## src/rtl/mem_lsu_pkg.sv

```systemverilog
// Shared types and encodings for the memory stage: bus widths, memory
// operation and access-size codes, fault codes and the FSM state type.
package mem_lsu_pkg;

  localparam int RegBus     = 32;
  localparam int RegAddrBus = 5;

  typedef enum logic [1:0] {
    MEM_NONE  = 2'b00,
    MEM_LOAD  = 2'b01,
    MEM_STORE = 2'b10,
    MEM_RSVD  = 2'b11
  } mem_op_t;

  // Access size / signedness, taken from the instruction funct3 field.
  localparam logic [2:0] F3_B  = 3'b000;
  localparam logic [2:0] F3_H  = 3'b001;
  localparam logic [2:0] F3_W  = 3'b010;
  localparam logic [2:0] F3_BU = 3'b100;
  localparam logic [2:0] F3_HU = 3'b101;

  typedef enum logic [1:0] {
    EXC_ILLEGAL  = 2'b00,
    EXC_MISALIGN = 2'b01,
    EXC_BUSERR   = 2'b10,
    EXC_TIMEOUT  = 2'b11
  } exc_code_t;

  typedef enum logic {
    ST_IDLE     = 1'b0,
    ST_WAIT_ACK = 1'b1
  } state_t;

endpackage

```

## src/rtl/mem_lsu_if.sv

```systemverilog
// Data-bus interface between the memory stage (master) and memory (slave).
// A request is open while dbus_req_o is high; every master output stays
// stable until the slave returns dbus_ack_i for exactly one cycle, with
// dbus_err_i and dbus_rdata_i meaningful only in that ack cycle.
interface mem_lsu_if;
  import mem_lsu_pkg::*;

  logic               dbus_req_o;
  logic               dbus_we_o;
  logic [RegBus-1:0]  dbus_addr_o;
  logic [3:0]         dbus_sel_o;
  logic [RegBus-1:0]  dbus_wdata_o;
  logic               dbus_ack_i;
  logic               dbus_err_i;
  logic [RegBus-1:0]  dbus_rdata_i;

  modport master (
    output dbus_req_o, dbus_we_o, dbus_addr_o, dbus_sel_o, dbus_wdata_o,
    input  dbus_ack_i, dbus_err_i, dbus_rdata_i
  );

  modport slave (
    input  dbus_req_o, dbus_we_o, dbus_addr_o, dbus_sel_o, dbus_wdata_o,
    output dbus_ack_i, dbus_err_i, dbus_rdata_i
  );

endinterface

```

## src/rtl/mem_lsu_align.sv

```systemverilog
// Byte-lane logic for the memory stage. The request side turns funct3 and
// the low address bits into lane enables, replicated store data and the
// legality/alignment flags; the response side extracts and extends the
// addressed lanes of returned read data.
module lsu_align
  import mem_lsu_pkg::*;
(
  input  logic [2:0]        i_funct3,
  input  logic [1:0]        i_addr_lo,
  input  logic [RegBus-1:0] i_st_data,
  output logic [3:0]        o_sel,
  output logic [RegBus-1:0] o_st_data,
  output logic              o_illegal,
  output logic              o_misaligned,
  input  logic [2:0]        i_ld_funct3,
  input  logic [1:0]        i_ld_addr_lo,
  input  logic [RegBus-1:0] i_ld_rdata,
  output logic [RegBus-1:0] o_ld_data
);

  logic [7:0]  w_byte;
  logic [15:0] w_half;

  // Request side: lane enables, store replication, legality and alignment.
  always_comb begin
    o_sel        = 4'b0000;
    o_st_data    = '0;
    o_illegal    = 1'b0;
    o_misaligned = 1'b0;
    case (i_funct3)
      F3_B, F3_BU: begin
        o_sel     = 4'b0001 << i_addr_lo;
        o_st_data = {4{i_st_data[7:0]}};
      end
      F3_H, F3_HU: begin
        o_sel        = 4'b0011 << i_addr_lo;
        o_st_data    = {2{i_st_data[15:0]}};
        o_misaligned = i_addr_lo[0];
      end
      F3_W: begin
        o_sel        = 4'b1111;
        o_st_data    = i_st_data;
        o_misaligned = |i_addr_lo;
      end
      default: o_illegal = 1'b1;
    endcase
  end

  // Response side: pick the addressed byte/half and sign- or zero-extend.
  always_comb begin
    w_byte    = i_ld_rdata[{i_ld_addr_lo, 3'b000} +: 8];
    w_half    = i_ld_addr_lo[1] ? i_ld_rdata[31:16] : i_ld_rdata[15:0];
    o_ld_data = i_ld_rdata;
    case (i_ld_funct3)
      F3_B:    o_ld_data = {{24{w_byte[7]}}, w_byte};
      F3_BU:   o_ld_data = {24'h0, w_byte};
      F3_H:    o_ld_data = {{16{w_half[15]}}, w_half};
      F3_HU:   o_ld_data = {16'h0, w_half};
      default: o_ld_data = i_ld_rdata;
    endcase
  end

endmodule

```

## src/rtl/mem_lsu.sv

```systemverilog
// Memory stage. ALU results pass through one register stage; legal loads
// and stores run a single req/ack transaction on the data bus while the
// pipeline is held through stallreq_o. Faults (illegal size, misalignment,
// bus error, bus timeout) are reported with the writeback pulse.
//
// Handshake: valid_i is taken on a rising edge only when ready_o is high
// (state IDLE) and flush_i is low; an offered result is never stored while
// ready_o is low, so upstream must keep it until the stall drops.
module mem_lsu
  import mem_lsu_pkg::*;
#(
  parameter int unsigned       TIMEOUT_CYCLES = 255,
  parameter logic [RegBus-1:0] RESET_ADDR     = 32'h0
) (
  input  logic                  clk,
  input  logic                  rst,
  input  logic                  valid_i,
  output logic                  ready_o,
  input  logic [RegAddrBus-1:0] wreg_i,
  input  logic                  wd_i,
  input  logic [RegBus-1:0]     wdata_i,
  input  logic [1:0]            mem_op_i,
  input  logic [2:0]            mem_funct3_i,
  input  logic [RegBus-1:0]     mem_addr_i,
  input  logic [RegBus-1:0]     mem_wdata_i,
  input  logic                  flush_i,
  output logic                  stallreq_o,
  mem_lsu_if.master             dbus,
  output logic                  wb_valid_o,
  output logic [RegAddrBus-1:0] wreg_o,
  output logic                  wd_o,
  output logic [RegBus-1:0]     wdata_o,
  output logic                  exc_o,
  output logic [1:0]            exc_code_o,
  output state_t                dbg_state_o
);

  localparam logic [7:0] CntLast = 8'(TIMEOUT_CYCLES - 1);

  state_t r_state, w_state_next;

  // Bus-side registers.
  logic              r_req;
  logic              r_we;
  logic [RegBus-1:0] r_addr;
  logic [3:0]        r_sel;
  logic [RegBus-1:0] r_bus_wdata;
  logic [7:0]        r_cnt;

  // Instruction fields captured for the outstanding access.
  logic [RegAddrBus-1:0] r_c_wreg;
  logic                  r_c_wd;
  logic                  r_c_load;
  logic [2:0]            r_c_funct3;
  logic [1:0]            r_c_addr_lo;
  logic                  r_discard;

  // Writeback registers.
  logic                  r_wb_valid;
  logic [RegAddrBus-1:0] r_wreg;
  logic                  r_wd;
  logic [RegBus-1:0]     r_wdata;
  logic                  r_exc;
  exc_code_t             r_exc_code;

  logic              w_is_mem;
  logic              w_accept;
  logic              w_issue;
  logic              w_fault_imm;
  logic              w_complete;
  logic              w_timeout;
  logic              w_kill;
  logic [3:0]        w_sel;
  logic [RegBus-1:0] w_st_data;
  logic [RegBus-1:0] w_ld_data;
  logic              w_illegal;
  logic              w_misaligned;

  lsu_align u_align (
    .i_funct3     (mem_funct3_i),
    .i_addr_lo    (mem_addr_i[1:0]),
    .i_st_data    (mem_wdata_i),
    .o_sel        (w_sel),
    .o_st_data    (w_st_data),
    .o_illegal    (w_illegal),
    .o_misaligned (w_misaligned),
    .i_ld_funct3  (r_c_funct3),
    .i_ld_addr_lo (r_c_addr_lo),
    .i_ld_rdata   (dbus.dbus_rdata_i),
    .o_ld_data    (w_ld_data)
  );

  assign w_is_mem = (mem_op_i == MEM_LOAD) || (mem_op_i == MEM_STORE);
  assign w_kill   = r_discard | flush_i;

  // FSM state register.
  always_ff @(posedge clk or posedge rst) begin
    if (rst) r_state <= ST_IDLE;
    else     r_state <= w_state_next;
  end

  // FSM next state and per-cycle decisions: accept, issue, fault, finish.
  always_comb begin
    w_state_next = r_state;
    w_accept     = 1'b0;
    w_issue      = 1'b0;
    w_fault_imm  = 1'b0;
    w_complete   = 1'b0;
    w_timeout    = 1'b0;
    case (r_state)
      ST_IDLE: begin
        if (valid_i && !flush_i) begin
          w_accept = 1'b1;
          if (w_is_mem) begin
            if (w_illegal || w_misaligned) begin
              w_fault_imm = 1'b1;
            end else begin
              w_issue      = 1'b1;
              w_state_next = ST_WAIT_ACK;
            end
          end
        end
      end
      ST_WAIT_ACK: begin
        if (dbus.dbus_ack_i) begin
          w_complete   = 1'b1;
          w_state_next = ST_IDLE;
        end else if (r_cnt == CntLast) begin
          w_timeout    = 1'b1;
          w_state_next = ST_IDLE;
        end
      end
      default: w_state_next = ST_IDLE;
    endcase
  end

  // Bus request, captured fields, timeout counter and writeback results.
  always_ff @(posedge clk or posedge rst) begin
    if (rst) begin
      r_req       <= 1'b0;
      r_we        <= 1'b0;
      r_addr      <= RESET_ADDR;
      r_sel       <= 4'b0000;
      r_bus_wdata <= '0;
      r_cnt       <= 8'd0;
      r_c_wreg    <= '0;
      r_c_wd      <= 1'b0;
      r_c_load    <= 1'b0;
      r_c_funct3  <= 3'b000;
      r_c_addr_lo <= 2'b00;
      r_discard   <= 1'b0;
      r_wb_valid  <= 1'b0;
      r_wreg      <= '0;
      r_wd        <= 1'b0;
      r_wdata     <= '0;
      r_exc       <= 1'b0;
      r_exc_code  <= EXC_ILLEGAL;
    end else begin
      r_wb_valid <= 1'b0;
      r_exc      <= 1'b0;

      if (w_issue) begin
        r_req       <= 1'b1;
        r_we        <= (mem_op_i == MEM_STORE);
        r_addr      <= {mem_addr_i[RegBus-1:2], 2'b00};
        r_sel       <= w_sel;
        r_bus_wdata <= w_st_data;
        r_cnt       <= 8'd0;
        r_c_wreg    <= wreg_i;
        r_c_wd      <= wd_i;
        r_c_load    <= (mem_op_i == MEM_LOAD);
        r_c_funct3  <= mem_funct3_i;
        r_c_addr_lo <= mem_addr_i[1:0];
        r_discard   <= 1'b0;
      end else if (w_fault_imm) begin
        r_wb_valid <= 1'b1;
        r_exc      <= 1'b1;
        r_exc_code <= w_illegal ? EXC_ILLEGAL : EXC_MISALIGN;
        r_wreg     <= wreg_i;
        r_wd       <= 1'b0;
        r_wdata    <= mem_addr_i;
      end else if (w_accept) begin
        r_wb_valid <= 1'b1;
        r_wreg     <= wreg_i;
        r_wd       <= wd_i & (wreg_i != '0);
        r_wdata    <= wdata_i;
      end

      if (r_state == ST_WAIT_ACK) begin
        r_cnt <= r_cnt + 8'd1;
        if (flush_i) r_discard <= 1'b1;
        if (w_complete || w_timeout) begin
          r_req       <= 1'b0;
          r_we        <= 1'b0;
          r_addr      <= RESET_ADDR;
          r_sel       <= 4'b0000;
          r_bus_wdata <= '0;
          r_discard   <= 1'b0;
          if (!w_kill) begin
            r_wb_valid <= 1'b1;
            r_wreg     <= r_c_wreg;
            r_wd       <= 1'b0;
            if (w_timeout) begin
              r_exc      <= 1'b1;
              r_exc_code <= EXC_TIMEOUT;
              r_wdata    <= r_addr;
            end else if (dbus.dbus_err_i) begin
              r_exc      <= 1'b1;
              r_exc_code <= EXC_BUSERR;
              r_wdata    <= r_addr;
            end else if (r_c_load) begin
              r_wdata <= w_ld_data;
              r_wd    <= r_c_wd & (r_c_wreg != '0);
            end else begin
              r_wdata <= r_addr;
            end
          end
        end
      end
    end
  end

  assign ready_o           = (r_state == ST_IDLE);
  assign stallreq_o        = (r_state == ST_WAIT_ACK);
  assign dbg_state_o       = r_state;
  assign dbus.dbus_req_o   = r_req;
  assign dbus.dbus_we_o    = r_we;
  assign dbus.dbus_addr_o  = r_addr;
  assign dbus.dbus_sel_o   = r_sel;
  assign dbus.dbus_wdata_o = r_bus_wdata;
  assign wb_valid_o        = r_wb_valid;
  assign wreg_o            = r_wreg;
  assign wd_o              = r_wd;
  assign wdata_o           = r_wdata;
  assign exc_o             = r_exc;
  assign exc_code_o        = r_exc_code;

endmodule

```

## src/flat_wrapper.sv

```systemverilog
// flat-port wrapper written by rule: the top's interface ports become plain ports
module mem_lsu_flat import mem_lsu_pkg::*;
#(
  parameter int unsigned       TIMEOUT_CYCLES = 255,
  parameter logic [RegBus-1:0] RESET_ADDR     = 32'h0
)
  (clk, rst, valid_i, ready_o, wreg_i, wd_i, wdata_i, mem_op_i, mem_funct3_i, mem_addr_i, mem_wdata_i, flush_i, stallreq_o, wb_valid_o, wreg_o, wd_o, wdata_o, exc_o, exc_code_o, dbg_state_o, dbus_dbus_req_o, dbus_dbus_we_o, dbus_dbus_addr_o, dbus_dbus_sel_o, dbus_dbus_wdata_o, dbus_dbus_ack_i, dbus_dbus_err_i, dbus_dbus_rdata_i);
  mem_lsu_if dbus_i ();
  input  logic clk;
  input  logic rst;
  input  logic valid_i;
  output logic ready_o;
  input  logic [RegAddrBus-1:0] wreg_i;
  input  logic wd_i;
  input  logic [RegBus-1:0] wdata_i;
  input  logic [1:0] mem_op_i;
  input  logic [2:0] mem_funct3_i;
  input  logic [RegBus-1:0] mem_addr_i;
  input  logic [RegBus-1:0] mem_wdata_i;
  input  logic flush_i;
  output logic stallreq_o;
  output logic wb_valid_o;
  output logic [RegAddrBus-1:0] wreg_o;
  output logic wd_o;
  output logic [RegBus-1:0] wdata_o;
  output logic exc_o;
  output logic [1:0] exc_code_o;
  output state_t dbg_state_o;
  output wire logic [$bits(dbus_i.dbus_req_o)-1:0] dbus_dbus_req_o;
  output wire logic [$bits(dbus_i.dbus_we_o)-1:0] dbus_dbus_we_o;
  output wire logic [$bits(dbus_i.dbus_addr_o)-1:0] dbus_dbus_addr_o;
  output wire logic [$bits(dbus_i.dbus_sel_o)-1:0] dbus_dbus_sel_o;
  output wire logic [$bits(dbus_i.dbus_wdata_o)-1:0] dbus_dbus_wdata_o;
  input wire logic [$bits(dbus_i.dbus_ack_i)-1:0] dbus_dbus_ack_i;
  input wire logic [$bits(dbus_i.dbus_err_i)-1:0] dbus_dbus_err_i;
  input wire logic [$bits(dbus_i.dbus_rdata_i)-1:0] dbus_dbus_rdata_i;
  assign dbus_dbus_req_o = dbus_i.dbus_req_o;
  assign dbus_dbus_we_o = dbus_i.dbus_we_o;
  assign dbus_dbus_addr_o = dbus_i.dbus_addr_o;
  assign dbus_dbus_sel_o = dbus_i.dbus_sel_o;
  assign dbus_dbus_wdata_o = dbus_i.dbus_wdata_o;
  assign dbus_i.dbus_ack_i = dbus_dbus_ack_i;
  assign dbus_i.dbus_err_i = dbus_dbus_err_i;
  assign dbus_i.dbus_rdata_i = dbus_dbus_rdata_i;
  mem_lsu #(.TIMEOUT_CYCLES(TIMEOUT_CYCLES), .RESET_ADDR(RESET_ADDR)) u_core (.clk(clk), .rst(rst), .valid_i(valid_i), .ready_o(ready_o), .wreg_i(wreg_i), .wd_i(wd_i), .wdata_i(wdata_i), .mem_op_i(mem_op_i), .mem_funct3_i(mem_funct3_i), .mem_addr_i(mem_addr_i), .mem_wdata_i(mem_wdata_i), .flush_i(flush_i), .stallreq_o(stallreq_o), .dbus(dbus_i), .wb_valid_o(wb_valid_o), .wreg_o(wreg_o), .wd_o(wd_o), .wdata_o(wdata_o), .exc_o(exc_o), .exc_code_o(exc_code_o), .dbg_state_o(dbg_state_o));
endmodule
```

## config.mk

```make
export PLATFORM = sky130hd
export DESIGN_NAME = mem_lsu_flat
export DESIGN_NICKNAME = d
export VERILOG_FILES = /design/src/rtl/mem_lsu_pkg.sv /design/src/rtl/mem_lsu_if.sv /design/src/rtl/mem_lsu_align.sv /design/src/rtl/mem_lsu.sv /design/src/flat_wrapper.sv
export SDC_FILE = /design/constraint.sdc
export NUM_CORES = 1
export LEC_CHECK = 0
export ABC_AREA = 1
export CAP_MARGIN = 20
export CORE_MARGIN = 2
export CORE_UTILIZATION = 30
export CTS_BUF_LIST = sky130_fd_sc_hd__clkbuf_16
export DETAILED_ROUTE_END_ITERATION = 8
export GPL_ROUTABILITY_DRIVEN = 1
export GPL_TIMING_DRIVEN = 1
export PLACE_DENSITY_LB_ADDON = 0.08
export SLEW_MARGIN = 15
export SYNTH_ARGS = -nofsm -noshare
export SYNTH_HDL_FRONTEND = slang
export SYNTH_SLANG_ARGS = --single-unit
```

## constraint.sdc

```tcl
create_clock -name clk -period 8.68 [get_ports clk]
set_clock_uncertainty 0.2 [all_clocks]
set_input_delay 1.302 -clock clk [delete_from_list [all_inputs] [get_ports clk]]
set_output_delay 1.302 -clock clk [all_outputs]
set_load 0.03 [all_outputs]
```

==> run summary, run 1 <==
Yosys cell types - 22
Pin count of the biggest net entering global routing - 80
Worst Path Max Fanout - 79
Most frequent cell after synthesis - nand2_1
DRT Pass-1 Iters - 5
Vias per cell - 4.844
Fraction of registers with async set/reset - 1.000
Period utilisation layout - 0.6011
Post-synthesis cell count - 1325
GPL Wtd Cong - 0.8699
Yosys reg bits - 134
Reg area - 0.003353 mm2
Core ar. - 0.02786 mm2
FMAX - 191.6 MHz
Die extent in y - 172.6 um
Aggregate global-route resource usage - 0.2227
Clock tree buffer depth - 2
Critical Path RT - 8.82 ns
Placed cell count - 1885
Remaining Overflow, GRT - 0
Die area - 0.02979 mm2
CTS Buf Count - 17
Hold Startpoint - u_core.r_c_load
I/O pin count - 260
WP data arrival - 5.36 ns
Layout area overhead - 39.22%
CTS sink cnt - 134
Placed inst area - 0.01129 mm2
Vias after detailed routing - 9286
Ratio of cells with drive above 1 in the final layout - 0.03769
Drt drc - 0
Most frequent cells after synthesis - 438 x nand2_1, 160 x inv_1, 136 x nand3_1
Primary FF master, synth - dfrtp_1
Cell Area, Synth - 0.008527 mm2
Reg2Reg Launch Point - u_core.dbg_state_o
Mean routed wirelength per cell - 17.45 um
Critical path endpoint category - register
Status - finished clean
Worst-path clk slew - 0.07 ns
Leakage power - 5.920 nW
FF-to-FF End - u_core.dbus.dbus_addr_o[23]
Antenna Cells - 0
Worst VDD drop - 0.2004 mV
Final Cell Area - 0.01187 mm2
Wire length of the first global-routing pass - 52490 um
FF-to-FF path depth - 9
Starting density of the core - 0.3061
Worst Setup EP - u_core.wreg_o[0]
# hold bufs at CTS - 0
NumNets Final - 1675
Post-cts sizing count - 0
Worst slew pin tran - 1.059 ns
Initial antenna violation count - 2
Area share of the largest cell type after synthesis - 0.3933
RSZ-0062 raised after global routing - false
H-tree lvl count - 4
Die W - 172.6 um
Slack of the worst reg-to-reg path - 4.40 ns
Final setup viols - 0
Post-route ant nets - 0
Fill cells - 2966
Ys Warns - 0
Top cells by area, synth - dfrtp_1 39%, nand2_1 19%, nand3_1 8.0%
Startpoint types - input pin
Max Cap Viol - 0
DRT Wirelength - 33440 um
Sequential element share of the synthesized area - 0.3933
Post-synth EDFFs - 0
Iter 0 DRT Violations - 565
Yosys top cell by area - dfrtp_1
Post-CTS Setup Repair Bufs - 0
Detailed Place HPWL - 23550 um
Endpoints failing hold - 0
Worst-skew pair later-pin latency - 0.43 ns
Clk root buf - clkbuf_16
Number of global-route vias before repair - 9075
CTS tree - built
IO Port Bufs - 259
Multi-input gate area - 0.004177 mm2
Post-route insts no fill - 1917
Min-Delay Path Class - reg2reg
Fin Setup TNS - 0 ns
Average size of a mapped cell - 6.435 um2
Max-slew violations - 0
Final min period - 5.218 ns
Crit Path Category - in2reg
CP Launch Point - mem_funct3_i[1]
Number of core rows - 61
Max transition margin - 0.2941
Pwr per Cell Area - 340.0 mW/mm2
Finished Core Util - 0.4261
Post-synth net total - 1474
power by group:
| part | switching [mW] | internal (mW) |
|---|---|---|
| clock | 0.309 | 0.426 |
| sequential | 0.290 | 0.914 |
| combinational | 1.29 | 0.812 |
| total | 1.88 | 2.15 |
area by class of cell:
type                    instances  share of cell area
multi-input cells             939              0.3518
inverters                     166             0.05301
flip-flops and latches        134              0.2825
clock buffers                  17             0.03583
clock inverters                15             0.01296
well taps                     378             0.03984
repair buffers                268              0.2241
how the worst min path moves through the flow:
stage                           endpoint  slack [ns]  cells after the start
global route        u_core.exc_code_o[1]        0.31                      2
CTS                      u_core.r_c_load        0.28                      2
finish                   u_core.r_c_load        0.29                      2
detailed placement       u_core.r_c_load        0.27                      2
global placement    u_core.exc_code_o[1]        0.27                      2
floorplan                u_core.r_c_load        0.25                      2
routing by layer:
layer  vias up  global-route usage  part of all wire
li1       4614                   -                 -
met1      4286              0.2938              0.45
met2       345              0.3472              0.45
met3        39             0.07454             0.087
met4         2             0.06410             0.020
met5         -                   0           0.00039
kinds of logic (layout without fill, tap and decap cells):
logic type	Yosys count	count (layout)	synth area share
compound gates	236	236	0.1398
fa+ha+maj	4	4	0.005870
buf+inv	252	466	0.1193
flops	134	134	0.3933
simple gates	699	699	0.3417
metrics by stage:
step	setup slack (ns)	total power, mW	hold WS [ns]
3_3_place_gp	3.144	3.302	0.2669
4_1_cts	3.506	4.065	0.2835
2_1_floorplan	3.595	2.418	0.2492
5_1_grt	3.108	4.316	0.3113
3_5_place_dp	3.062	3.309	0.2677
6_report	3.462	4.037	0.2877
worst max-delay path, stage by stage:
cell,delay [ns]
clkdlybuf4s50_1,0.63
o21ai_1,0.34
nand2_2,0.72
nand2_2,0.70
nand2_2,0.25
buf_4,0.72
nand2_1,0.36
nand2_1,0.14
nand3_1,0.06
o21ai_0,0.11
state kept, by name, indices dropped and copies added, names as in the netlist:
register,flops
u_core.exc_code_o,2
u_core.dbus.dbus_addr_o,32
u_core.dbus.dbus_we_o,1
u_core.r_cnt,8
u_core.wb_valid_o,1
u_core.r_c_addr_lo,2
u_core.r_c_load,1
u_core.dbg_state_o,1
u_core.wd_o,1
u_core.dbus.dbus_req_o,1
u_core.dbus.dbus_sel_o,4
u_core.wreg_o,5
u_core.dbus.dbus_wdata_o,32
u_core.r_c_wd,1
u_core.r_discard,1
u_core.wdata_o,32
u_core.r_c_funct3,3
u_core.r_c_wreg,5
u_core.exc_o,1
cell usage in the layout, fill, tap and decap left out, types with 4 or more instances in the layout:
cell	instances
nand2_1	437
clkdlybuf4s50_1	259
inv_1	159
nand3_1	136
dfrtp_1	134
a21oi_1	122
o21ai_0	89
nor2_1	81
nand4_1	30
o21ai_1	24
clkbuf_16	17
buf_4	9
inv_2	6
nand3b_1	5
inv_6	5
nand2_2	5
clkinv_2	4
ha_1	4
Power figures use the tool's default switching activity.
==> inputs of run 2 (changes only) <==
- clock period: 8.68 -> 5.4 ns (I/O delays scaled with it)
==> run 2 against run 1 <==
Against the previous run: via count down 0.53%; design area up 1.3%; critical path depth down 2; combinational power up 62%; first-iteration DRC count up 27%; flip-flop and latch count unchanged; register-to-register slack worse by 1.9 ns; power up 64%; utilization up 0.57 points; wire length up 1.6%; final cell count up 0.42%; die area unchanged; critical path type unchanged; critical endpoint is now u_core.exc_code_o[0].
==> run summary, run 2 (synthesis gave the netlist of run 1 again) <==
Status - finished clean
Vias per cell - 4.798 (-0.94%)
Final Cell Area - 0.01203 mm2 (+1.3%)
Post-route insts no fill - 1925 (+0.42%)
Post-route ant nets - 0 (unchanged)
Worst VDD drop - 0.2777 mV (+39%)
CTS sink cnt - 134 (unchanged)
Final min period - 3.665 ns
Aggregate global-route resource usage - 0.2259 (+0.003199)
Pwr per Cell Area - 551.6 mW/mm2 (+62%)
Clk root buf - clkbuf_16
Most used cell, CP - o21ai_1
Crit path largest cell delay - 0.85 ns (+0.13 ns)
Internal power - 3.613 mW (+68%)
Die extent in y - 172.6 um (unchanged)
Clock network fraction of design power - 0.201 (+0.019)
CTS Buf Count - 17 (unchanged)
WP data arrival - 3.82 ns (-1.54 ns)
# hold bufs at CTS - 0 (unchanged)
Number of core rows - 61 (unchanged)
Drt drc - 0 (unchanged)
Clock tree buffer depth - 2 (unchanged)
Sw frac - 0.4556 (-0.01132)
Fin worst setup slack - 1.735 ns (-1.727 ns)
NumNets Final - 1681 (+0.36%)
DRT Wirelength - 33960 um (+1.6%)
IO Port Bufs - 259 (unchanged)
Fin Setup TNS - 0 ns (unchanged)
Remaining Overflow, GRT - 0 (unchanged)
Leakage power - 5.998 nW (+1.3%)
Number of global-route vias before repair - 9054 (-0.23%)
Max Cap Viol - 0 (unchanged)
Comb pwr share - 0.512 (-0.008)
Detailed Place HPWL - 23480 um (-0.28%)
Fill cells - 2920 (-1.6%)
Startpoint types - input pin
Ratio of cells with drive above 1 in the final layout - 0.04142 (+0.003737)
Most frequent cells in the layout - 437 x nand2_1, 259 x clkdlybuf4s50_1, 160 x inv_1
Finished Core Util - 0.4319 (+0.005749)
Commonest non-fill, non-tap cell in the layout - nand2_1
Post-cts sizing count - 0 (unchanged)
FMAX - 272.9 MHz
Core ar. - 0.02786 mm2 (unchanged)
Final setup viols - 0 (unchanged)
Layout area overhead - 41.10%
Placed cell count - 1889 (+0.21%)
Worst slew pin tran - 1.001 ns (-0.05826 ns)
DRT Pass-1 Iters - 5 (unchanged)
Worst-path clk slew - 0.06 ns (about the same)
Cell breakdown of the critical path - clkdlybuf4s50_1 -> o21ai_1 -> nand2_2 -> buf_4 -> nand3_2 -> o21ai_1 -> o21ai_0 -> nand2_1
Min-Delay Path Class - reg2reg
H-tree lvl count - 4 (unchanged)
Iter 0 DRT Violations - 716 (+27%)
I/O pin count - 260 (unchanged)
NetSw - 3.023 mW (+60%)
Worst Path Max Fanout - 37 (-53%)
Endpoints failing hold - 0 (unchanged)
Reg power frac - 0.287 (-0.011)
Initial antenna violation count - 2 (unchanged)
Placed inst area - 0.01133 mm2 (+0.38%)
Max-slew violations - 0 (unchanged)
CTS tree - built
Crit Path Category - in2reg
RSZ-0062 raised after global routing - false
Max transition margin - 0.3305 (+0.03637)
Wire length of the first global-routing pass - 53130 um (+1.2%)
Place WS - 1.155 ns (-1.906 ns)
Die area - 0.02979 mm2 (unchanged)
Period utilisation layout - 0.6787
Vias after detailed routing - 9237 (-0.53%)
Critical Path RT - 5.55 ns (-3.27 ns)
Worst path slowest cell - nand3_2
Starting density of the core - 0.3061 (unchanged)
GPL Wtd Cong - 0.8656 (-0.49%)
Worst-skew pair later-pin latency - 0.42 ns (about the same)
Critical path endpoint category - register
Post-CTS Setup Repair Bufs - 0 (unchanged)
Mean routed wirelength per cell - 17.64 um (+1.1%)
Die W - 172.6 um (unchanged)
Pin count of the biggest net entering global routing - 80 (unchanged)
-- run 2: changes by cell type in the layout (fill, tap and decap cells not counted), sizes merged --
cell / previous run / this run
inv: 171 / 170
bufinv: 2 / 5
clkinvlp: 1 / 0
diode: 0 / 2
buf: 9 / 15
clkinv: 7 / 6
-- run 2: area by class of cell --
| class | count | area [um2] | area share |
|---|---|---|---|
| Clock inverter | 15 | 226.5 | 0.01882 |
| Sequential cell | 134 | 3353 | 0.2787 |
| Multi-Input combinational cell | 939 | 4177 | 0.3471 |
| Inverter | 166 | 629.4 | 0.05231 |
| Tap cell | 378 | 473.0 | 0.03931 |
| Timing Repair Buffer | 274 | 2743 | 0.2280 |
| Antenna cell | 2 | 5.005 | 0.0004160 |
| Clock buffer | 17 | 425.4 | 0.03536 |
-- run 2: stage by stage --
step | power [mW] | hold WS [ns]
floorplan | 3.887 | 0.2492
global placement | 5.301 | 0.2572
detailed placement | 5.310 | 0.2618
CTS | 6.680 | 0.2824
global route | 7.093 | 0.2910
finish | 6.636 | 0.2784
-- run 2: worst paths after layout --
kind | slack (ns) | cells past startpoint | endpoint | from
setup reg to reg | 2.46 | 7 | u_core.exc_code_o[0] | u_core.dbg_state_o
max in group asynchronous | 3.32 | 3 | u_core.dbus.dbus_addr_o[21] | rst
min in group asynchronous | 0.68 | 2 | u_core.r_cnt[2] | rst
hold / removal | 0.28 | 2 | u_core.r_c_load | u_core.r_c_load
setup / recovery | 1.74 | 8 | u_core.exc_code_o[0] | mem_funct3_i[1]
hold reg to reg | 0.28 | 2 | u_core.r_c_load | u_core.r_c_load
-- run 2: power by group through the flow --
stage | clock network (mW) | registers, mW | logic, mW
6_report | 1.33 | 1.90 | 3.40
5_1_grt | 1.40 | 1.97 | 3.73
3_3_place_gp | 0 | 1.91 | 3.39
4_1_cts | 1.36 | 1.91 | 3.42
3_5_place_dp | 0 | 1.91 | 3.40
2_1_floorplan | 0 | 2.56 | 1.33
-- run 2: critical path: cells and delay by family --
| family | cells | cell delay (ns) |
|---|---|---|
| and+or+nand+nor | 3 | 1.10 |
| buffers and inverters | 2 | 1.06 |
| AOI/OAI and AO/OA | 3 | 0.84 |
-- run 2: routing by layer --
layer | GRT usage | vias to the layer above | routed length, um
met5 | 0 | - | 0
met3 | 0.06310 | 19 | 2591
met4 | 0.04630 | 0 | 342
met2 | 0.3569 | 299 | 15440
li1 | - | 4618 | -
met1 | 0.3093 | 4301 | 15590
